## config.mk

```make
export PLATFORM = sky130hd
export DESIGN_NAME = ram_port_arbiter_flat
export DESIGN_NICKNAME = d
export VERILOG_FILES = /design/src/rtl/ram_port_arbiter_if.sv /design/src/rtl/ram_port_arbiter.sv /design/src/flat_wrapper.sv
export SDC_FILE = /design/constraint.sdc
export NUM_CORES = 1
export LEC_CHECK = 0
export BUFFER_PORTS_ARGS = -buffer_cell sky130_fd_sc_hd__clkbuf_2
export CORE_AREA = 2 2 258 260
export CTS_BUF_LIST = sky130_fd_sc_hd__clkbuf_4
export DETAILED_ROUTE_END_ITERATION = 7
export DIE_AREA = 0 0 260 262
export PLACE_DENSITY = 0.5
export SYNTH_ARGS = -nofsm -noshare
export SYNTH_HDL_FRONTEND = slang
export SYNTH_SLANG_ARGS = --single-unit
export TNS_END_PERCENT = 30
```

## constraint.sdc

```tcl
create_clock -name clk -period 3.1 [get_ports clk]
set_input_delay 0.31 -clock clk [delete_from_list [all_inputs] [get_ports clk]]
set_output_delay 0.31 -clock clk [all_outputs]
set_load 0.02 [all_outputs]
```

## src/rtl/ram_port_arbiter_if.sv

```systemverilog
// Bundle of the requester-side and RAM-side signals of one shared RAM port.
// The slave modport is the arbiter's view; master is the requesters/RAM side.
interface ram_port_arbiter_if #(
   parameter int NREQ   = 3,
   parameter int DATA_W = 64,
   parameter int ADDR_W = 64
);
   logic [NREQ-1:0]        req;
   logic [NREQ-1:0]        last;
   logic [2*NREQ-1:0]      req_wr_rd;
   logic [ADDR_W*NREQ-1:0] req_addr;
   logic [DATA_W*NREQ-1:0] req_wdata;
   logic [NREQ-1:0]        gnt;
   logic [DATA_W-1:0]      to_ram;
   logic [ADDR_W-1:0]      address;
   logic [1:0]             WR_RD;
   logic [DATA_W-1:0]      from_ram;
   logic [DATA_W-1:0]      rdata;
   logic                   rdata_valid;
   logic [2:0]             rdata_id;
   logic                   err;

   modport slave (
      input  req, last, req_wr_rd, req_addr, req_wdata, from_ram,
      output gnt, to_ram, address, WR_RD, rdata, rdata_valid, rdata_id, err
   );

   modport master (
      output req, last, req_wr_rd, req_addr, req_wdata, from_ram,
      input  gnt, to_ram, address, WR_RD, rdata, rdata_valid, rdata_id, err
   );
endinterface

```

## src/rtl/ram_port_arbiter.sv

```systemverilog
// Round-robin arbiter sharing one RAM port among NREQ requesters, with burst
// ownership, registered RAM-side outputs and owner-tagged read return.
// Build option: define RAM_PORT_ARB_FIXED_PRIORITY_EN to freeze the scan
// pointer at 0 (lowest index always wins each arbitration).
//
// state  | meaning
// -------+-----------------------------------------------
// S_IDLE | no grant, arbitrate every cycle
// S_OWN  | one requester owns the port (one-hot gnt)
module ram_port_arbiter #(
   parameter int NREQ      = 3,
   parameter int DATA_W    = 64,
   parameter int ADDR_W    = 64,
   parameter int MAX_BURST = 8
) (
   input logic              clk,
   input logic              rst,
   ram_port_arbiter_if.slave bus
);
   localparam int             IDW     = (NREQ > 1) ? $clog2(NREQ) : 1;
   localparam logic [IDW-1:0] LAST_ID = IDW'(NREQ - 1);
   localparam logic [7:0]     CNT_TC  = 8'(MAX_BURST - 1);
   localparam logic [0:0]     S_IDLE  = 1'b0;
   localparam logic [0:0]     S_OWN   = 1'b1;

   logic [0:0]        state_q, state_d;
   logic [NREQ-1:0]   gnt_q, gnt_d;
   logic [IDW-1:0]    owner_q, owner_d;
   logic [IDW-1:0]    ptr_q, ptr_d;
   logic [7:0]        cnt_q, cnt_d;
   logic [ADDR_W-1:0] addr_q, addr_d;
   logic [DATA_W-1:0] wdata_q, wdata_d;
   logic [1:0]        op_q, op_d;
   logic [IDW-1:0]    op_id_q, op_id_d;
   logic              err_q, err_d;
   logic              rd_pend_q;
   logic [IDW-1:0]    rd_id_q;
   logic [DATA_W-1:0] rd_hold_q;
   logic [IDW-1:0]    win;
   logic              found, beat, rel, arb;
   logic [1:0]        own_op;

   // Decode the owner's cycle: beat, release and whether to arbitrate.
   always_comb begin
      own_op = bus.req_wr_rd[2*owner_q +: 2];
      beat   = (state_q == S_OWN) && bus.req[owner_q];
      rel    = (state_q == S_OWN) &&
               (!bus.req[owner_q] || (beat && (bus.last[owner_q] || cnt_q == CNT_TC)));
      arb    = (state_q == S_IDLE) || rel;
`ifdef RAM_PORT_ARB_FIXED_PRIORITY_EN
      // Pointer starts at 0 and is re-zeroed on every release: never moves.
      ptr_d  = rel ? '0 : ptr_q;
`else
      ptr_d  = rel ? ((owner_q == LAST_ID) ? '0 : owner_q + 1'b1) : ptr_q;
`endif
   end

   // Scan requests from the (possibly just advanced) pointer, wrapping.
   always_comb begin
      win   = '0;
      found = 1'b0;
      for (int k = 0; k < NREQ; k++) begin
         int idx;
         idx = int'(ptr_d) + k;
         if (idx >= NREQ) idx = idx - NREQ;
         if (!found && bus.req[idx]) begin
            found = 1'b1;
            win   = idx[IDW-1:0];
         end
      end
   end

   // Ownership next state: hand over with no bubble when someone is waiting.
   always_comb begin
      state_d = state_q;
      gnt_d   = gnt_q;
      owner_d = owner_q;
      cnt_d   = beat ? cnt_q + 8'd1 : cnt_q;
      if (arb) begin
         cnt_d = '0;
         gnt_d = '0;
         if (found) begin
            state_d    = S_OWN;
            gnt_d[win] = 1'b1;
            owner_d    = win;
         end else begin
            state_d = S_IDLE;
         end
      end
   end

   // RAM-side next values; op 11 is dropped to idle but still flags err.
   always_comb begin
      addr_d  = addr_q;
      wdata_d = wdata_q;
      op_d    = 2'b00;
      op_id_d = op_id_q;
      err_d   = err_q;
      if (beat) begin
         addr_d  = bus.req_addr[ADDR_W*owner_q +: ADDR_W];
         wdata_d = bus.req_wdata[DATA_W*owner_q +: DATA_W];
         op_id_d = owner_q;
         if (own_op == 2'b11) err_d = 1'b1;
         else                 op_d  = own_op;
      end
   end

   // State, grant and RAM-side registers.
   always_ff @(posedge clk or negedge rst) begin
      if (!rst) begin
         state_q <= S_IDLE;
         gnt_q   <= '0;
         owner_q <= '0;
         ptr_q   <= '0;
         cnt_q   <= '0;
         addr_q  <= '0;
         wdata_q <= '0;
         op_q    <= 2'b00;
         op_id_q <= '0;
         err_q   <= 1'b0;
      end else begin
         state_q <= state_d;
         gnt_q   <= gnt_d;
         owner_q <= owner_d;
         ptr_q   <= ptr_d;
         cnt_q   <= cnt_d;
         addr_q  <= addr_d;
         wdata_q <= wdata_d;
         op_q    <= op_d;
         op_id_q <= op_id_d;
         err_q   <= err_d;
      end
   end

   // Read return: from_ram is live the cycle after a read op; hold it after.
   always_ff @(posedge clk or negedge rst) begin
      if (!rst) begin
         rd_pend_q <= 1'b0;
         rd_id_q   <= '0;
         rd_hold_q <= '0;
      end else begin
         rd_pend_q <= (op_q == 2'b01);
         if (op_q == 2'b01) rd_id_q <= op_id_q;
         if (rd_pend_q) rd_hold_q <= bus.from_ram;
      end
   end

   assign bus.gnt         = gnt_q;
   assign bus.to_ram      = wdata_q;
   assign bus.address     = addr_q;
   assign bus.WR_RD       = op_q;
   assign bus.err         = err_q;
   assign bus.rdata_valid = rd_pend_q;
   assign bus.rdata_id    = 3'(rd_id_q);
   assign bus.rdata       = rd_pend_q ? bus.from_ram : rd_hold_q;
endmodule

```

## src/flat_wrapper.sv

```systemverilog
// flat-port wrapper written by rule: the top's interface ports become plain ports
module ram_port_arbiter_flat 
#(
   parameter int NREQ      = 3,
   parameter int DATA_W    = 64,
   parameter int ADDR_W    = 64,
   parameter int MAX_BURST = 8
)
  (clk, rst, bus_req, bus_last, bus_req_wr_rd, bus_req_addr, bus_req_wdata, bus_from_ram, bus_gnt, bus_to_ram, bus_address, bus_WR_RD, bus_rdata, bus_rdata_valid, bus_rdata_id, bus_err);
  ram_port_arbiter_if #(.NREQ(NREQ), .DATA_W(DATA_W), .ADDR_W(ADDR_W)) bus_i ();
  input logic clk;
  input logic rst;
  input wire logic [$bits(bus_i.req)-1:0] bus_req;
  input wire logic [$bits(bus_i.last)-1:0] bus_last;
  input wire logic [$bits(bus_i.req_wr_rd)-1:0] bus_req_wr_rd;
  input wire logic [$bits(bus_i.req_addr)-1:0] bus_req_addr;
  input wire logic [$bits(bus_i.req_wdata)-1:0] bus_req_wdata;
  input wire logic [$bits(bus_i.from_ram)-1:0] bus_from_ram;
  output wire logic [$bits(bus_i.gnt)-1:0] bus_gnt;
  output wire logic [$bits(bus_i.to_ram)-1:0] bus_to_ram;
  output wire logic [$bits(bus_i.address)-1:0] bus_address;
  output wire logic [$bits(bus_i.WR_RD)-1:0] bus_WR_RD;
  output wire logic [$bits(bus_i.rdata)-1:0] bus_rdata;
  output wire logic [$bits(bus_i.rdata_valid)-1:0] bus_rdata_valid;
  output wire logic [$bits(bus_i.rdata_id)-1:0] bus_rdata_id;
  output wire logic [$bits(bus_i.err)-1:0] bus_err;
  assign bus_i.req = bus_req;
  assign bus_i.last = bus_last;
  assign bus_i.req_wr_rd = bus_req_wr_rd;
  assign bus_i.req_addr = bus_req_addr;
  assign bus_i.req_wdata = bus_req_wdata;
  assign bus_i.from_ram = bus_from_ram;
  assign bus_gnt = bus_i.gnt;
  assign bus_to_ram = bus_i.to_ram;
  assign bus_address = bus_i.address;
  assign bus_WR_RD = bus_i.WR_RD;
  assign bus_rdata = bus_i.rdata;
  assign bus_rdata_valid = bus_i.rdata_valid;
  assign bus_rdata_id = bus_i.rdata_id;
  assign bus_err = bus_i.err;
  ram_port_arbiter #(.NREQ(NREQ), .DATA_W(DATA_W), .ADDR_W(ADDR_W), .MAX_BURST(MAX_BURST)) u_core (.clk(clk), .rst(rst), .bus(bus_i));
endmodule
```

==> impl_metrics.env, run 1 <==
export IMPL_die_h_um=262
export IMPL_grt_pass1_wl_um=65400
export IMPL_synth_nets=1560
export IMPL_via_per_inst=3.99
export IMPL_violations="setup timing"
export IMPL_cp_arrival_ns=3.88
export IMPL_initial_utilization=0.163
export IMPL_synth_warnings=0
export IMPL_synthCells=1093
export IMPL_synth_fa_ha_area_frac=0.00586
export IMPL_critical_path_endpoint_type="flip-flop"
export IMPL_cts_sinks=216
export IMPL_clock_latency_ns=0.75
export IMPL_layout_common_cells="clkbuf_2 (661), dlygate4sd3_1 (316), dfrtp_1 (213)"
export IMPL_cp_start_kind="flip-flop"
export IMPL_route_detailed_drc=0
export IMPL_finalSetupViolations=4
export IMPL_drive_above_1_share=0.420
export IMPL_nFillCells=6879
export IMPL_htreeDepth=3
export IMPL_synth_top_family_by_area="multiplexers"
export IMPL_place_congestion=0.916
export IMPL_syn_mean_instance_area_sq_um=9.76
export IMPL_drv_slew=0
export IMPL_die_x_um=260
export IMPL_coreArea_sq_mm=0.0653
export IMPL_crit_type="reg2reg"
export IMPL_relSlewSlack=0.376
export IMPL_pre_cts_slack_ns=-0.157
export IMPL_hold_path_class="in2reg"
export IMPL_synth_compound_area_frac=0.135
export IMPL_routed_wl_um=44200
export IMPL_p_per_area_mw_per_mm2=977
export IMPL_dr_pass1_iters=6
export IMPL_grt_max_degree=95
export IMPL_hold_viol=0
export IMPL_groute_usage_overall=0.122
export IMPL_portBuffers=662
export IMPL_status="complete, but fails checks"
export IMPL_drt_iter0_drc=469
export IMPL_ir_drop_mv=0.417
export IMPL_whs_ns=0.132
export IMPL_worstPathMaxFanout=4
export IMPL_seq_area_frac_synth=0.507
export IMPL_clk_path_buf_depth=3
export IMPL_dp_hpwl_um=32600
export IMPL_io_pins=664
export IMPL_fmax_mhz=308
export IMPL_cts_tree="done"
export IMPL_max_cap_violations=0
export IMPL_syn_to_final_growth_pct=80.8
export IMPL_cts_clk_slew_worst_paths_ns=0.06
export IMPL_utilization=0.296
export IMPL_clock_root_buffer="clkbuf_4"
export IMPL_fin_crit_ns=3.25
export IMPL_ys_types=39
export IMPL_synth_xor_xnor_area_share=0.00492
export IMPL_synthSimpleGateAreaFrac=0.108
export IMPL_fin_skew_ns=0.0492
export IMPL_num_vias=12000
export IMPL_final_nets=2571
export IMPL_synthMuxAreaShare=0.205
export IMPL_rsz0062_at_grt="yes"
export IMPL_multi_input_area_sq_mm=0.00501
export IMPL_layout_commonest_cell="clkbuf_2"
export IMPL_grt_pass1_vias=12600
export IMPL_tightestPinTransition_ns=0.936
export IMPL_routedWlPerCell_um=14.6
export IMPL_seq_area_sq_mm=0.00541
export IMPL_numCtsBuffers=68
export IMPL_dieArea_sq_mm=0.0681
export IMPL_grt_ovfl_total=0
export IMPL_p_leak_nw=9.51
export IMPL_ys_ff_latch=216
export IMPL_setup_slack_ns=-0.152
export IMPL_antenna_found_initial=4
export IMPL_min_period_over_period=1.05
export IMPL_synth_area_sq_mm=0.0107
export IMPL_finalPower_mw=18.9
export IMPL_worst_ep_required_time_ns=3.73
export IMPL_postRouteAntennaNets=0
export IMPL_rows=94
[final timing paths]
| check | to | from | depth (start not counted) | slack (ns) |
|---|---|---|---|---|
| min in group asynchronous | u_core.bus.address[55] | rst | 2 | 0.16 |
| max in group asynchronous | u_core.bus.to_ram[20] | rst | 3 | 2.08 |
| worst min-delay path | u_core.bus.address[7] | bus_req_addr[7] | 5 | 0.13 |
| worst max-delay path | u_core.bus.gnt[2] | u_core.cnt_q[7] | 11 | -0.15 |
| worst max register to register | u_core.bus.gnt[2] | u_core.cnt_q[7] | 11 | -0.15 |
| worst min register to register | u_core.bus.err | u_core.bus.err | 1 | 0.47 |
[stage by stage]
step | std cells | cell area [sq um] | TNS, ns
after floorplan | 1093 | 10700 | -0.0808
after global placement | 2580 | 15200 | -0.429
after detailed placement | 2580 | 15200 | -0.532
after CTS | 3013 | 19200 | -0.491
after global routing | 3021 | 19300 | -1.11
final | 3021 | 19300 | -0.454
[final cells by class]
cell class                      instances  area share
Timing Repair Buffer                 1023       0.359
Sequential cell                       216       0.281
Multi-Input combinational cell        789       0.259
Tap cell                              864      0.0560
Clock buffer                           95      0.0370
Clock inverter                         22     0.00642
Inverter                                6     0.00130
Antenna cell                            6    0.000778
[worst max-delay path, stage by stage (launching register included)]
cell     delay, ns
dfrtp_1       0.38
or4_1         0.53
o32a_1        0.33
nand3_1       0.11
nand2_2       0.09
mux2_4        0.36
ha_2          0.21
mux2i_4       0.19
buf_4         0.14
o32a_1        0.28
o22a_1        0.24
mux2_4        0.27
[what timing repair did]
| item | CTS | global route |
|---|---|---|
| pin swaps | 1 | 1 |
| hold buffers | 316 | 0 |
| endpoints found under the hold margin | 278 | 0 |
| setup buffers | 0 | 2 |
| setup endpoints to repair | 5 | 7 |
| resized for setup | 6 | 8 |
[logic make-up (layout without fill, tap and decap cells)]
kind of cell / Yosys count / count (layout)
AO/OA/AOI/OAI: 276 / 276
AND/OR/NAND/NOR: 292 / 292
flip-flops: 216 / 216
multiplexers: 209 / 209
adder cells (fa/ha/maj): 5 / 5
buffers and inverters: 88 / 1146
XOR/XNOR: 6 / 6
other: 1 / 7
[cells in the mapped netlist]
master / instances / area [sq um]
ha_1: 5 / 62.6
xor2_1: 5 / 43.8
mux2_2: 68 / 766
nor3b_1: 3 / 22.5
o32a_1: 2 / 20.0
o22a_1: 1 / 8.76
mux2i_1: 136 / 1360
buf_1: 2 / 7.51
a21oi_1: 130 / 651
nor2b_1: 3 / 18.8
mux2_1: 4 / 45.0
inv_2: 1 / 3.75
o21bai_1: 1 / 7.51
o21ai_1: 28 / 140
a41o_1: 1 / 10.0
clkbuf_1: 50 / 188
o2bb2ai_2: 1 / 15.0
o21ai_0: 104 / 521
conb_1: 1 / 3.75
nor2_1: 137 / 514
buf_4: 2 / 15.0
xnor2_1: 1 / 8.76
nand3b_1: 1 / 7.51
or4_1: 1 / 7.51
and3_1: 2 / 12.5
o22ai_1: 4 / 25.0
buf_2: 28 / 140
inv_1: 5 / 18.8
dfrtp_1: 216 / 5410
nand3_1: 6 / 30.0
nor3_1: 1 / 5.00
mux2_4: 1 / 15.0
nand4_2: 1 / 12.5
nand2_1: 136 / 510
o31a_2: 1 / 10.0
a22o_1: 1 / 8.76
o32ai_2: 1 / 16.3
o31ai_1: 1 / 7.51
nand2_2: 1 / 6.26
[state kept, by name, summed over array words and instances, names as in the netlist]
signal                  flops
u_core.bus.WR_RD            2
u_core.rd_hold_q           64
u_core.rd_id_q              2
u_core.owner_q              2
u_core.ptr_q                2
u_core.bus.gnt              3
u_core.op_id_q              2
u_core.bus.to_ram          64
u_core.bus.rdata_valid      1
u_core.bus.err              1
u_core.bus.address         64
u_core.state_q              1
u_core.cnt_q                8
[power breakdown]
part	switching [mW]	internal (mW)
sequential	0.676	4.16
clock	1.32	1.50
combinational	6.30	4.90
[metal layers]
layer | wire (um) | track usage | vias up
met2 | 22400 | 0.217 | 488
met5 | 13 | 0 | -
met1 | 16600 | 0.131 | 5624
met4 | 1490 | 0.0559 | 2
met3 | 3670 | 0.0398 | 99
li1 | - | - | 5833
(Power assumes the default switching activity.)
==> inputs of run 2 (changes only) <==
--- a/config.mk
+++ b/config.mk
@@ -10,7 +10,7 @@
 export CTS_BUF_LIST = sky130_fd_sc_hd__clkbuf_4
 export DETAILED_ROUTE_END_ITERATION = 7
 export DIE_AREA = 0 0 260 262
-export PLACE_DENSITY = 0.5
+export PLACE_DENSITY = 0.49
 export SYNTH_ARGS = -nofsm -noshare
 export SYNTH_HDL_FRONTEND = slang
 export SYNTH_SLANG_ARGS = --single-unit
==> constraint.sdc (replaced) <==
create_clock -name clk -period 3.3 [get_ports clk]
set_input_delay 0.33 -clock clk [delete_from_list [all_inputs] [get_ports clk]]
set_output_delay 0.33 -clock clk [all_outputs]
set_load 0.02 [all_outputs]
==> impl_metrics.env, run 2 (same netlist as run 1, synthesis figures left out) <==
export IMPL_dp_hpwl_um=32200
export IMPL_crit_type="reg2reg"
export IMPL_tightestPinTransition_ns=0.918
export IMPL_io_pins=664
export IMPL_power_frac_seq=0.254
export IMPL_route_detailed_drc=0
export IMPL_worstHoldEndpoint="u_core.bus.to_ram[60]"
export IMPL_hold_path_class="in2reg"
export IMPL_num_vias=11900
export IMPL_holdPathStages=5
export IMPL_die_h_um=262
export IMPL_r2r_start="u_core.cnt_q[6]"
export IMPL_p_sw_frac=0.438
export IMPL_finalSetupViolations=2
export IMPL_status="complete, but fails checks"
export IMPL_min_period_over_period=1.01
export IMPL_violations="setup timing"
export IMPL_relSlewSlack=0.388
export IMPL_routed_wl_um=43700
export IMPL_numCtsBuffers=66
export IMPL_stdcell_count=3015
export IMPL_crit_chain="or4_1, o32a_1, nand3_2, nand2_4, mux2_4, ha_4, mux2i_1, o21ai_1, o32a_1, o22a_1, mux2_4"
export IMPL_crit_buf_inv=0
export IMPL_ir_drop_mv=0.418
export IMPL_grt_ovfl_total=0
export IMPL_worst_ep_required_time_ns=3.89
export IMPL_worstPathMaxFanout=4
export IMPL_r2r_cells=11
export IMPL_clock_root_buffer="clkbuf_4"
export IMPL_layout_commonest_cell="clkbuf_2"
export IMPL_drt_iter0_drc=397
export IMPL_routedWlPerCell_um=14.5
export IMPL_drv_slew=0
export IMPL_antenna_found_initial=2
export IMPL_cts_clk_slew_worst_paths_ns=0.06
export IMPL_cp_start_kind="flip-flop"
export IMPL_p_clk_frac=0.152
export IMPL_internal_power_mw=10.0
export IMPL_cts_sinks=216
export IMPL_hold_viol=0
export IMPL_grt_pass1_wl_um=64400
export IMPL_groute_usage_overall=0.120
export IMPL_critical_path_endpoint_type="flip-flop"
export IMPL_p_sw_mw=7.80
export IMPL_fmax_mhz=300
export IMPL_r2r_slack_ns=-0.03
export IMPL_cp_arrival_ns=3.92
export IMPL_pwr_share_comb=0.594
export IMPL_crit_family="compound AO/OA/AOI/OAI gates"
export IMPL_pre_cts_slack_ns=-0.0634
export IMPL_whs_ns=0.0940
export IMPL_grt_pass1_vias=12200
export IMPL_via_per_inst=3.95
export IMPL_postRouteAntennaNets=0
export IMPL_rsz0062_at_grt="yes"
export IMPL_fin_crit_ns=3.33
export IMPL_cts_tree="done"
export IMPL_max_cap_violations=0
export IMPL_layout_common_cells="clkbuf_2 (661), dlygate4sd3_1 (310), dfrtp_1 (213)"
export IMPL_fin_skew_ns=0.0704
export IMPL_setup_slack_ns=-0.0342
export IMPL_drive_above_1_share=0.425
export IMPL_r2r_end="u_core.owner_q[1]"
export IMPL_min_delay_start="bus_req_wdata[124]"
export IMPL_clk_path_buf_depth=3
export IMPL_portBuffers=662
export IMPL_fin_tns_setup_ns=-0.0680
export IMPL_place_congestion=0.909
export IMPL_final_nets=2568
export IMPL_initial_utilization=0.163
export IMPL_crit_slowest_cell="or4_1"
export IMPL_grt_max_degree=113
export IMPL_p_leak_nw=9.52
export IMPL_finalPower_mw=17.8
export IMPL_rows=94
export IMPL_dr_pass1_iters=6
export IMPL_htreeDepth=3
export IMPL_clock_latency_ns=0.76
export IMPL_die_x_um=260
export IMPL_p_per_area_mw_per_mm2=925
export IMPL_dpl_cell_count=2579
export IMPL_syn_to_final_growth_pct=80.5
export IMPL_dieArea_sq_mm=0.0681
export IMPL_coreArea_sq_mm=0.0653
export IMPL_slowest_delay_ns=0.52
## run 2: worst max path at each step
| stage | startpoint | end | slack (ns) | cells past startpoint |
|---|---|---|---|---|
| after CTS | u_core.cnt_q[6] | u_core.owner_q[1] | 0.0007 | 12 |
| after global routing | u_core.cnt_q[6] | u_core.bus.gnt[2] | -0.12 | 11 |
| after floorplan | u_core.cnt_q[5] | u_core.owner_q[1] | 0.01 | 11 |
| after global placement | u_core.cnt_q[5] | u_core.owner_q[0] | 0.01 | 11 |
| final | u_core.cnt_q[6] | u_core.owner_q[1] | -0.03 | 11 |
| after detailed placement | u_core.cnt_q[5] | u_core.owner_q[1] | -0.06 | 12 |
## run 2: layer usage
layer | GRT usage | part of all wire | vias to the layer above
met2 | 0.209 | 0.50 | 460
met3 | 0.0421 | 0.086 | 108
met5 | 0 | 0 | -
met1 | 0.131 | 0.38 | 5526
li1 | - | - | 5814
met4 | 0.0575 | 0.035 | 0
## run 2: what timing repair did
action / CTS / global route
setup endpoints to repair: 5 / 5
pin swaps: 6 / 5
buffers inserted: 5 / 3
hold buffers: 310 / 0
resized for setup: 15 / 10
hold endpoints to repair: 276 / 0
## run 2: stage by stage
step                       util  cell area (sq um)
after floorplan               -              10700
after global placement    0.232              15100
after detailed placement  0.232              15100
after CTS                 0.294              19200
after global routing      0.295              19300
final                     0.295              19300
## run 2: worst min-delay path, cell delays in order
cell and delay (ns):
clkbuf_2 0.07, mux2i_1 0.06, nor2_1 0.13, a21oi_1 0.06
o21ai_1 0.11
## run 2: layout make-up
class | count | area, sq um
fillers | 6892 | 46000
repair buffers | 1022 | 6860
flip-flops and latches | 216 | 5410
multi-input cells | 789 | 5020
well taps | 864 | 1080
clock buffers | 92 | 691
clock inverters | 22 | 158
inverters | 6 | 25.0
diodes | 4 | 10.0
## run 2: power groups by stage
stage	clock network (mW)	logic, mW	registers, mW
global placement	0	8.96	4.54
detailed placement	0	9.08	4.57
finish	2.71	10.6	4.53
CTS	2.89	10.5	4.55
floorplan	0	4.96	5.33
global route	3.04	11.5	4.68
==> inputs of run 3 (changes only) <==
--- a/config.mk
+++ b/config.mk
@@ -5,12 +5,13 @@
 export SDC_FILE = /design/constraint.sdc
 export NUM_CORES = 1
 export LEC_CHECK = 0
+export ABC_AREA = 1
 export BUFFER_PORTS_ARGS = -buffer_cell sky130_fd_sc_hd__clkbuf_2
-export CORE_AREA = 2 2 258 260
+export CORE_AREA = 2 2 262 264
 export CTS_BUF_LIST = sky130_fd_sc_hd__clkbuf_4
 export DETAILED_ROUTE_END_ITERATION = 7
-export DIE_AREA = 0 0 260 262
-export PLACE_DENSITY = 0.49
+export DIE_AREA = 0 0 264 266
+export PLACE_DENSITY = 0.47
 export SYNTH_ARGS = -nofsm -noshare
 export SYNTH_HDL_FRONTEND = slang
 export SYNTH_SLANG_ARGS = --single-unit
==> impl_metrics.env, run 3 <==
export IMPL_ys_ff_latch=216
export IMPL_fin_crit_ns=3.06
export IMPL_clock_latency_ns=0.78
export IMPL_place_congestion=0.976
export IMPL_seq_area_sq_mm=0.00541
export IMPL_multi_input_area_sq_mm=0.00457
export IMPL_hold_viol=0
export IMPL_io_pins=664
export IMPL_layout_common_cells="clkbuf_2 (661), nand2_1 (440), dlygate4sd3_1 (332)"
export IMPL_yosys_area_top_type="dfrtp_1"
export IMPL_num_vias=12700
export IMPL_crit_top_cell="nand2_1"
export IMPL_synth_area_sq_mm=0.0104
export IMPL_grt_pass1_wl_um=69400
export IMPL_finalPower_mw=17.8
export IMPL_groute_usage_overall=0.125
export IMPL_crit_chain="ha_1, nand2_1, nor3_1, nand2_1, nand2_1, inv_1, nand2_1, nand2_1, nand2_1, o21ai_4, inv_1, ha_2, inv_1, nand2_1, nand3_1, nand2_1, nand2_1, nor2_1, dlygate4sd3_1, nand2_1"
export IMPL_layout_commonest_cell="clkbuf_2"
export IMPL_dp_hpwl_um=33300
export IMPL_critical_path_endpoint_type="flip-flop"
export IMPL_fin_skew_ns=0.0691
export IMPL_p_leak_nw=8.74
export IMPL_ir_drop_mv=0.538
export IMPL_cts_sinks=216
export IMPL_synth_nets=1615
export IMPL_cts_clk_slew_worst_paths_ns=0.07
export IMPL_routedWlPerCell_um=14.7
export IMPL_drv_slew=0
export IMPL_portBuffers=662
export IMPL_utilization=0.279
export IMPL_ys_types=25
export IMPL_cp_start_kind="flip-flop"
export IMPL_relSlewSlack=0.426
export IMPL_worstPathMaxFanout=5
export IMPL_drt_iter0_drc=497
export IMPL_finalSetupViolations=0
export IMPL_p_per_area_mw_per_mm2=939
export IMPL_syn_mean_instance_area_sq_um=9.07
export IMPL_clock_root_buffer="clkbuf_4"
export IMPL_dpl_cell_count=2638
export IMPL_slowest_delay_ns=0.56
export IMPL_crit_family="simple AND/OR/NAND/NOR gates"
export IMPL_tightestPinTransition_ns=0.860
export IMPL_postRouteAntennaNets=0
export IMPL_drive_above_1_share=0.395
export IMPL_synth_edf_count=0
export IMPL_yosysMostFrequentCell="nand2_1"
export IMPL_grt_max_degree=89
export IMPL_clk_path_buf_depth=3
export IMPL_synth_top_area_frac=0.519
export IMPL_dr_pass1_iters=6
export IMPL_min_period_over_period=0.926
export IMPL_synthTopCellsByCount="nand2_1 (440), dfrtp_1 (216), nand4_1 (129)"
export IMPL_grt_pass1_vias=13300
export IMPL_status="complete, no violations"
export IMPL_synth_area_leaders="dfrtp_1 (52%), nand2_1 (16%), o21a_1 (9.2%)"
export IMPL_numCtsBuffers=68
export IMPL_crit_type="reg2reg"
export IMPL_initial_utilization=0.154
export IMPL_worst_ep_required_time_ns=3.95
export IMPL_nFillCells=7223
export IMPL_synth_warnings=0
export IMPL_rsz0062_at_grt="no"
export IMPL_routed_wl_um=45500
export IMPL_whs_ns=0.195
export IMPL_seq_area_frac_synth=0.519
export IMPL_stdcell_count=3093
export IMPL_coreArea_sq_mm=0.0677
export IMPL_crit_slowest_cell="dlygate4sd3_1"
export IMPL_fmax_mhz=327
export IMPL_cp_arrival_ns=3.71
export IMPL_hold_path_class="in2async"
export IMPL_cts_tree="done"
export IMPL_rows=96
export IMPL_syn_to_final_growth_pct=81.8
export IMPL_synth_flop_cell="dfrtp_1"
export IMPL_ys_async_sr_fraction=1.00
export IMPL_dieArea_sq_mm=0.0702
export IMPL_htreeDepth=3
export IMPL_via_per_inst=4.10
export IMPL_final_nets=2625
export IMPL_crit_buf_inv=4
export IMPL_antenna_found_initial=7
export IMPL_synthCells=1148
export IMPL_die_x_um=264
export IMPL_max_cap_violations=0
export IMPL_fin_tns_setup_ns=0
export IMPL_route_detailed_drc=0
export IMPL_grt_ovfl_total=0
export IMPL_die_h_um=266
[run 3: cell types whose count changed after synthesis, sizes merged, moves of 7 or more]
cell	change
nand2	+304
mux2i	-136
a21oi	-130
nand4	+128
o21a	+128
o21ai	-120
nor2	-111
inv	+19
clkbuf	-16
buf	+12
mux2	-9
nand3	+7
[run 3: worst paths after layout]
path	from	endpoint	slack, ns	cells after the start
setup reg to reg	u_core.cnt_q[0]	u_core.state_q	0.24	20
setup / recovery	u_core.cnt_q[0]	u_core.state_q	0.24	20
hold reg to reg	u_core.bus.WR_RD[1]	u_core.bus.rdata_valid	0.46	1
max in group asynchronous	rst	u_core.bus.address[23]	2.30	3
hold / removal	rst	u_core.rd_hold_q[45]	0.20	2
min in group clk	bus_req_wr_rd[5]	u_core.bus.err	0.20	4
[run 3: cell type report]
class / instances / share of cell area
diodes: 6 / 0.000793
clock buffers: 95 / 0.0377
clock inverters: 22 / 0.00747
inverters: 25 / 0.00536
multi-input cells: 829 / 0.242
flip-flops and latches: 216 / 0.286
well taps: 882 / 0.0583
repair buffers: 1018 / 0.363
[run 3: repair_timing]
item / 4_1_cts / 5_1_grt
setup buffers: 0 / 0
endpoints found under the hold margin: 332 / 0
setup endpoints to repair: 0 / 36
gates resized for setup: 0 / 13
hold buffers: 332 / 0
[run 3: logic make-up (layout without fill, tap and decap cells)]
logic type,Yosys count,count (layout),synth area share
mux,64,64,0.0692
simple gates,614,614,0.256
compound gates,143,143,0.100
flops,216,216,0.519
fa+ha+maj,5,5,0.00601
buf+inv,103,1160,0.0474
other cells,1,7,0.000360
xor+xnor,2,2,0.00168
[run 3: stage by stage]
step	area (sq um)	setup slack, ns
finish	18900	0.245
global route	18900	0.0193
CTS	18900	0.0896
detailed placement	14700	0.285
global placement	14700	0.403
floorplan	10400	0.757
[run 3: where the power goes]
group / internal, mW / switching [mW] / total, mW
Clock: 1.42 / 1.30 / 2.72
Combinational: 4.39 / 5.94 / 10.3
Sequential: 4.00 / 0.724 / 4.73
Total: 9.81 / 7.96 / 17.8
[run 3: metal layers]
layer,vias to the layer above,GRT usage,share of wire
li1,5935,-,-
met1,5956,0.133,0.38
met2,628,0.212,0.47
met3,153,0.0423,0.088
met4,8,0.0812,0.061
met5,-,0,0.00084
